**src/rtl/mmu_last_stage_arb.sv**
```systemverilog
// mmu_last_stage_arb: round-robin arbiter and sequencer for the MMU single-slot last stage.
// Define MMU_LAST_ARB_TIMEOUT_EN to compile in the WAIT timeout counter and o_err[0].
module mmu_last_stage_arb #(
  parameter int N_REQ   = 4,
  parameter int TIMEOUT = 64
) (
  input  logic             clk,
  input  logic             rst,
  input  logic [N_REQ-1:0] i_req,
  output logic [N_REQ-1:0] o_gnt,
  output logic             o_drive,
  input  logic             i_free,
  output logic [N_REQ-1:0] o_done,
  output logic             o_busy,
  output logic [1:0]       o_err,
  input  logic             i_err_clr
);

  localparam int PW = (N_REQ > 1) ? $clog2(N_REQ) : 1;

  typedef enum logic [1:0] {
    ST_IDLE   = 2'd0,
    ST_LAUNCH = 2'd1,
    ST_WAIT   = 2'd2,
    ST_ERR    = 2'd3
  } state_t;

  state_t           state_q, state_d;
  logic [PW-1:0]    owner_q, owner_d;
  logic [PW-1:0]    ptr_q, ptr_d;
  logic [PW:0]      pick_s;
  logic             timeout_s;
  logic             spurious_s;
  logic [N_REQ-1:0] gnt_q, gnt_d;
  logic [N_REQ-1:0] done_q, done_d;
  logic             drive_q, drive_d;
  logic             busy_q, busy_d;
  logic [1:0]       err_q, err_d;

`ifdef MMU_LAST_ARB_TIMEOUT_EN
  localparam int CW = $clog2(TIMEOUT + 1);
  logic [CW-1:0]    cnt_q, cnt_d;
`else
  localparam int unused_timeout_p = TIMEOUT;
`endif

  // Rotate so that ptr sits at bit 0, take the lowest set bit, rotate the index back.
  // Returns {found, index}.
  function automatic logic [PW:0] rr_pick(input logic [N_REQ-1:0] req,
                                          input logic [PW-1:0]    ptr);
    logic [2*N_REQ-1:0] dbl;
    logic [N_REQ-1:0]   rot;
    logic [PW:0]        sum;
    logic [PW:0]        res;
    dbl = {req, req} >> ptr;
    rot = dbl[N_REQ-1:0];
    res = '0;
    for (int i = N_REQ - 1; i >= 0; i--) begin
      sum = {1'b0, ptr} + (PW+1)'(i);
      sum = (sum >= (PW+1)'(N_REQ)) ? (sum - (PW+1)'(N_REQ)) : sum;
      res = rot[i] ? {1'b1, sum[PW-1:0]} : res;
    end
    return res;
  endfunction

  function automatic logic [PW-1:0] wrap_inc(input logic [PW-1:0] idx);
    logic [PW:0] s;
    s = {1'b0, idx} + (PW+1)'(1);
    return (s >= (PW+1)'(N_REQ)) ? '0 : s[PW-1:0];
  endfunction

  function automatic logic [N_REQ-1:0] onehot(input logic [PW-1:0] idx);
    return {{(N_REQ-1){1'b0}}, 1'b1} << idx;
  endfunction

  // Next-state logic
  always_comb begin
    state_d   = state_q;
    owner_d   = owner_q;
    ptr_d     = ptr_q;
    timeout_s = 1'b0;
    pick_s    = rr_pick(i_req, ptr_q);
`ifdef MMU_LAST_ARB_TIMEOUT_EN
    cnt_d     = cnt_q;
`endif
    case (state_q)
      ST_IDLE: begin
        if (pick_s[PW]) begin
          state_d = ST_LAUNCH;
          owner_d = pick_s[PW-1:0];
        end else begin
          state_d = ST_IDLE;
        end
      end
      ST_LAUNCH: begin
        state_d = ST_WAIT;
        ptr_d   = wrap_inc(owner_q);
`ifdef MMU_LAST_ARB_TIMEOUT_EN
        cnt_d   = '0;
`endif
      end
      ST_WAIT: begin
        if (i_free) begin
          state_d = ST_IDLE;
`ifdef MMU_LAST_ARB_TIMEOUT_EN
        end else if (cnt_q == CW'(TIMEOUT)) begin
          state_d   = ST_ERR;
          timeout_s = 1'b1;
        end else begin
          cnt_d = cnt_q + CW'(1);
        end
`else
        end else begin
          state_d = ST_WAIT;
        end
`endif
      end
      ST_ERR: begin
        state_d = i_err_clr ? ST_IDLE : ST_ERR;
      end
      default: begin
        state_d = ST_IDLE;
      end
    endcase
  end

  // Output logic: next values for the registered outputs and fault bits
  always_comb begin
    spurious_s = i_free && (state_q != ST_WAIT);
    busy_d     = (state_d != ST_IDLE);
    if (state_d == ST_LAUNCH) begin
      gnt_d   = onehot(owner_d);
      drive_d = 1'b1;
    end else begin
      gnt_d   = '0;
      drive_d = 1'b0;
    end
    if ((state_q == ST_WAIT) && i_free) begin
      done_d = onehot(owner_q);
    end else begin
      done_d = '0;
    end
    err_d = err_q;
    if ((state_q == ST_ERR) && i_err_clr) begin
      err_d = 2'b00;
    end else begin
      err_d[1] = err_q[1] & ~i_err_clr;
    end
    err_d[1] = err_d[1] | spurious_s;
`ifdef MMU_LAST_ARB_TIMEOUT_EN
    err_d[0] = err_d[0] | timeout_s;
`else
    err_d[0] = 1'b0;
`endif
  end

  // State and bookkeeping registers
  always_ff @(posedge clk or posedge rst) begin
    if (rst) begin
      state_q <= ST_IDLE;
      owner_q <= '0;
      ptr_q   <= '0;
      err_q   <= 2'b00;
    end else begin
      state_q <= state_d;
      owner_q <= owner_d;
      ptr_q   <= ptr_d;
      err_q   <= err_d;
    end
  end

  // Output registers
  always_ff @(posedge clk or posedge rst) begin
    if (rst) begin
      gnt_q   <= '0;
      drive_q <= 1'b0;
      done_q  <= '0;
      busy_q  <= 1'b0;
    end else begin
      gnt_q   <= gnt_d;
      drive_q <= drive_d;
      done_q  <= done_d;
      busy_q  <= busy_d;
    end
  end

`ifdef MMU_LAST_ARB_TIMEOUT_EN
  // WAIT-cycle counter; only ever counts up to TIMEOUT
  always_ff @(posedge clk or posedge rst) begin
    if (rst) begin
      cnt_q <= '0;
    end else begin
      cnt_q <= cnt_d;
    end
  end
`endif

  assign o_gnt   = gnt_q;
  assign o_drive = drive_q;
  assign o_done  = done_q;
  assign o_busy  = busy_q;
  assign o_err   = err_q;

endmodule

```
**config.mk**
```make
export PLATFORM = sky130hd
export DESIGN_NAME = mmu_last_stage_arb
export DESIGN_NICKNAME = d
export VERILOG_FILES = /design/src/rtl/mmu_last_stage_arb.sv
export SDC_FILE = /design/constraint.sdc
export NUM_CORES = 1
export LEC_CHECK = 0
export ABC_AREA = 1
export CAP_MARGIN = 20
export CELL_PAD_IN_SITES_DETAIL_PLACEMENT = 0
export CELL_PAD_IN_SITES_GLOBAL_PLACEMENT = 1
export CORE_MARGIN = 2
export CORE_UTILIZATION = 34
export DETAILED_ROUTE_END_ITERATION = 6
export GPL_TIMING_DRIVEN = 0
export PLACE_DENSITY_LB_ADDON = 0.1
export RECOVER_POWER = 25
export SKIP_CTS_REPAIR_TIMING = 1
export SYNTH_ARGS = -nofsm -noshare
export SYNTH_HDL_FRONTEND = slang
export SYNTH_SLANG_ARGS = --single-unit
```
**constraint.sdc**
```tcl
create_clock -name clk -period 1.71 [get_ports clk]
set_clock_uncertainty 0.2 [all_clocks]
set_input_delay 0.2565 -clock clk [delete_from_list [all_inputs] [get_ports clk]]
set_output_delay 0.2565 -clock clk [all_outputs]
set_load 0.1 [all_outputs]
```
==> results.yml <==
routing:
  route.detailed.drc: 0
  viasPerCell: 4.44
  ant_nets: 0
  vias: 755
  drt-wirelength-per-cell_um: 10.1
  first_pass_iters: 4
  wirelength_um: 1720
  drt_iter0_drc: 12
clocking:
  clock_latency_ns: 0.28
  cts_sinks: 17
  cts_buffers: 3
  cts_buffer_depth: 2
  root_buffer: "clkbuf_4"
  cts_tree: "built"
  path_clk_slew_ns: 0.09
  htree_levels: 1
final_layout:
  final_layout_size_suffix_gt1_frac: 0.293
  fill_cells: 271
  syn2layout_area_growth_pct: 30.7
  n_antenna_cell: 0
  nNetsFinal: 153
  final_util: 0.464
synthesis:
  yosysWarnings: 0
  synth_top_family_by_area: "simple AND/OR/NAND/NOR gates"
  synth_fa_ha_area_frac: 0.0575
  synth.net_count: 125
  synthSimpleGateAreaFrac: 0.318
  synth_compound_area_frac: 0.0417
  synth.cell_area_um2: 871
  synth_xor_area_frac: 0
  synth_seq_area_share: 0.489
  avgSynthCellArea_um2: 7.71
  netlist_instances: 113
  yosysUniqueCellTypes: 16
  synth_mux_area_frac: 0
  synth-seq-cells: 17
critical_path:
  cp_max_fo: 6
  cp-start-kind: "flip-flop"
  end_kind: "flip-flop"
  crit_required_ns: 1.69
  crit_arrival_ns: 1.58
  cp-startpoint: "ptr_q[0]$_DFFE_PP0N_"
  worstReg2RegStart: "ptr_q[0]$_DFFE_PP0N_"
  worstSetupPathType: "reg2reg"
sta:
  min_period_ns: 1.60
  slew_viol_final: 0
  finalCritPeriodShare: 0.937
  max-slew-margin-rel: 0.583
  worst_pin_slew_ns: 0.624
  fmax_mhz: 624
  setup_violations: 0
  hold_violations: 0
global_routing:
  overflow: 0
  antenna_found_initial: 0
  grt_pass1_vias: 637
  grtUsageTotal: 0.129
  grt_max_degree: 18
  grt_pass1_wl_um: 2680
floorplanning:
  die_w_um: 54.6
  row_count: 18
  core_region_area_mm2: 0.00245
  io_pins: 20
  start_util: 0.355
  die_y_um: 54.6
  die_area_mm2: 0.00298
placed_design:
  hpwlAfterDp_um: 1260
  place_congestion: 0.677
  place.port_buffers: 18
min_path:
  hold_class: "in2async"
job:
  drv_cap: 0
outcome:
  status: "finished, final reports clean"
[cell usage in the layout, fill, tap and decap left out]
master / netlist / routed
ha_1: 4 / 4
nand2_4: 0 / 1
nand2_2: 6 / 10
clkbuf_4: 0 / 3
o22ai_1: 1 / 1
nand4_1: 1 / 1
inv_1: 17 / 17
inv_4: 0 / 1
o21ai_0: 4 / 4
nor2_2: 1 / 4
dfrtp_1: 17 / 16
nand2_1: 32 / 27
clkbuf_2: 0 / 11
buf_4: 1 / 6
clkbuf_1: 0 / 1
dlygate4sd3_1: 0 / 1
clkinv_4: 0 / 1
nand3_1: 7 / 7
nor2_4: 1 / 1
nor2_1: 16 / 13
dfrtp_2: 0 / 1
clkdlybuf4s50_1: 0 / 6
conb_1: 1 / 1
a21oi_2: 0 / 2
[Yosys cell counts]
| cell type | n | area, um^2 |
|---|---|---|
| o22ai_1 | 1 | 6.26 |
| ha_1 | 4 | 50.1 |
| nor2_2 | 1 | 6.26 |
| nor2_1 | 16 | 60.1 |
| nand2_1 | 32 | 120 |
| nand2_2 | 6 | 37.5 |
| o21ai_0 | 4 | 20.0 |
| conb_1 | 1 | 3.75 |
| dfrtp_1 | 17 | 425 |
| nand3_1 | 7 | 35.0 |
| inv_2 | 2 | 7.51 |
| nor2_4 | 1 | 11.3 |
| buf_4 | 1 | 7.51 |
| inv_1 | 17 | 63.8 |
| a21oi_1 | 2 | 10.0 |
| nand4_1 | 1 | 6.26 |
[path summary, 6_finish.rpt]
check	depth (start not counted)	endpoint	slack, ns
setup / recovery	11	o_gnt[1]$_DFF_PP0_	0.11
hold / removal	2	o_done[1]$_DFF_PP0_	0.28
hold reg to reg	2	o_err[1]$_DFF_PP0_	0.33
max in group asynchronous	2	ptr_q[0]$_DFFE_PP0N_	0.59
min in group clk	2	o_err[1]$_DFF_PP0_	0.33
setup reg to reg	11	o_gnt[1]$_DFF_PP0_	0.11
[cells by family (layout without fill, tap and decap cells)]
group                      count (synthesis)  in the layout
AOI/OAI and AO/OA                          7              7
adders and majority gates                  4              4
other                                      1              1
DFF                                       17             17
and+or+nand+nor                           64             64
buffers and inverters                     20             47
[area by class of cell]
| type | count | area, um^2 | area share |
|---|---|---|---|
| Timing Repair Buffer | 23 | 163 | 0.143 |
| Inverter | 19 | 78.8 | 0.0692 |
| Buffer | 1 | 7.51 | 0.00659 |
| Tap cell | 30 | 37.5 | 0.0330 |
| Multi-Input combinational cell | 76 | 399 | 0.351 |
| Clock buffer | 4 | 26.3 | 0.0231 |
| Sequential cell | 17 | 427 | 0.375 |
[state kept, by name (all words and copies together) (netlist names)]
name,flops
o_err,1
o_gnt,4
ptr_q,2
state_q,2
o_drive,1
o_done,4
owner_q,2
o_busy,1
[metrics by stage]
step	TNS, ns	instance area [um^2]	instances	worst slack [ns]	hold slack, ns
after global placement	-2.59	1090	161	-0.195	0.317
final	0	1140	170	0.107	0.282
after CTS	-5.58	1110	165	-0.528	0.160
after floorplan	0	871	113	0.217	-0.0174
after global routing	-0.0220	1140	170	-0.0103	0.347
after detailed placement	-2.64	1090	161	-0.201	0.327
[metal layers]
layer | vias up | GRT usage | wire length, um
li1 | 394 | - | -
met1 | 347 | 0.177 | 822
met2 | 12 | 0.194 | 823
met3 | 2 | 0.0164 | 63
met4 | 0 | 0.0750 | 14
met5 | - | 0 | 0
[critical path: stages, from the launching register on]
cell and delay [ns]:
dfrtp_2 0.45, clkinv_4 0.10, nand2_2 0.07, nand2_1 0.06, nor2_2 0.13, nand2_2 0.07, nand2_4 0.10, inv_4 0.05
nor2_4 0.09, inv_1 0.05, nand2_2 0.08, nor2_1 0.04
Power is not shown: default switching activity piles up to over one toggle a cycle in this logic, so the estimate is an artifact.
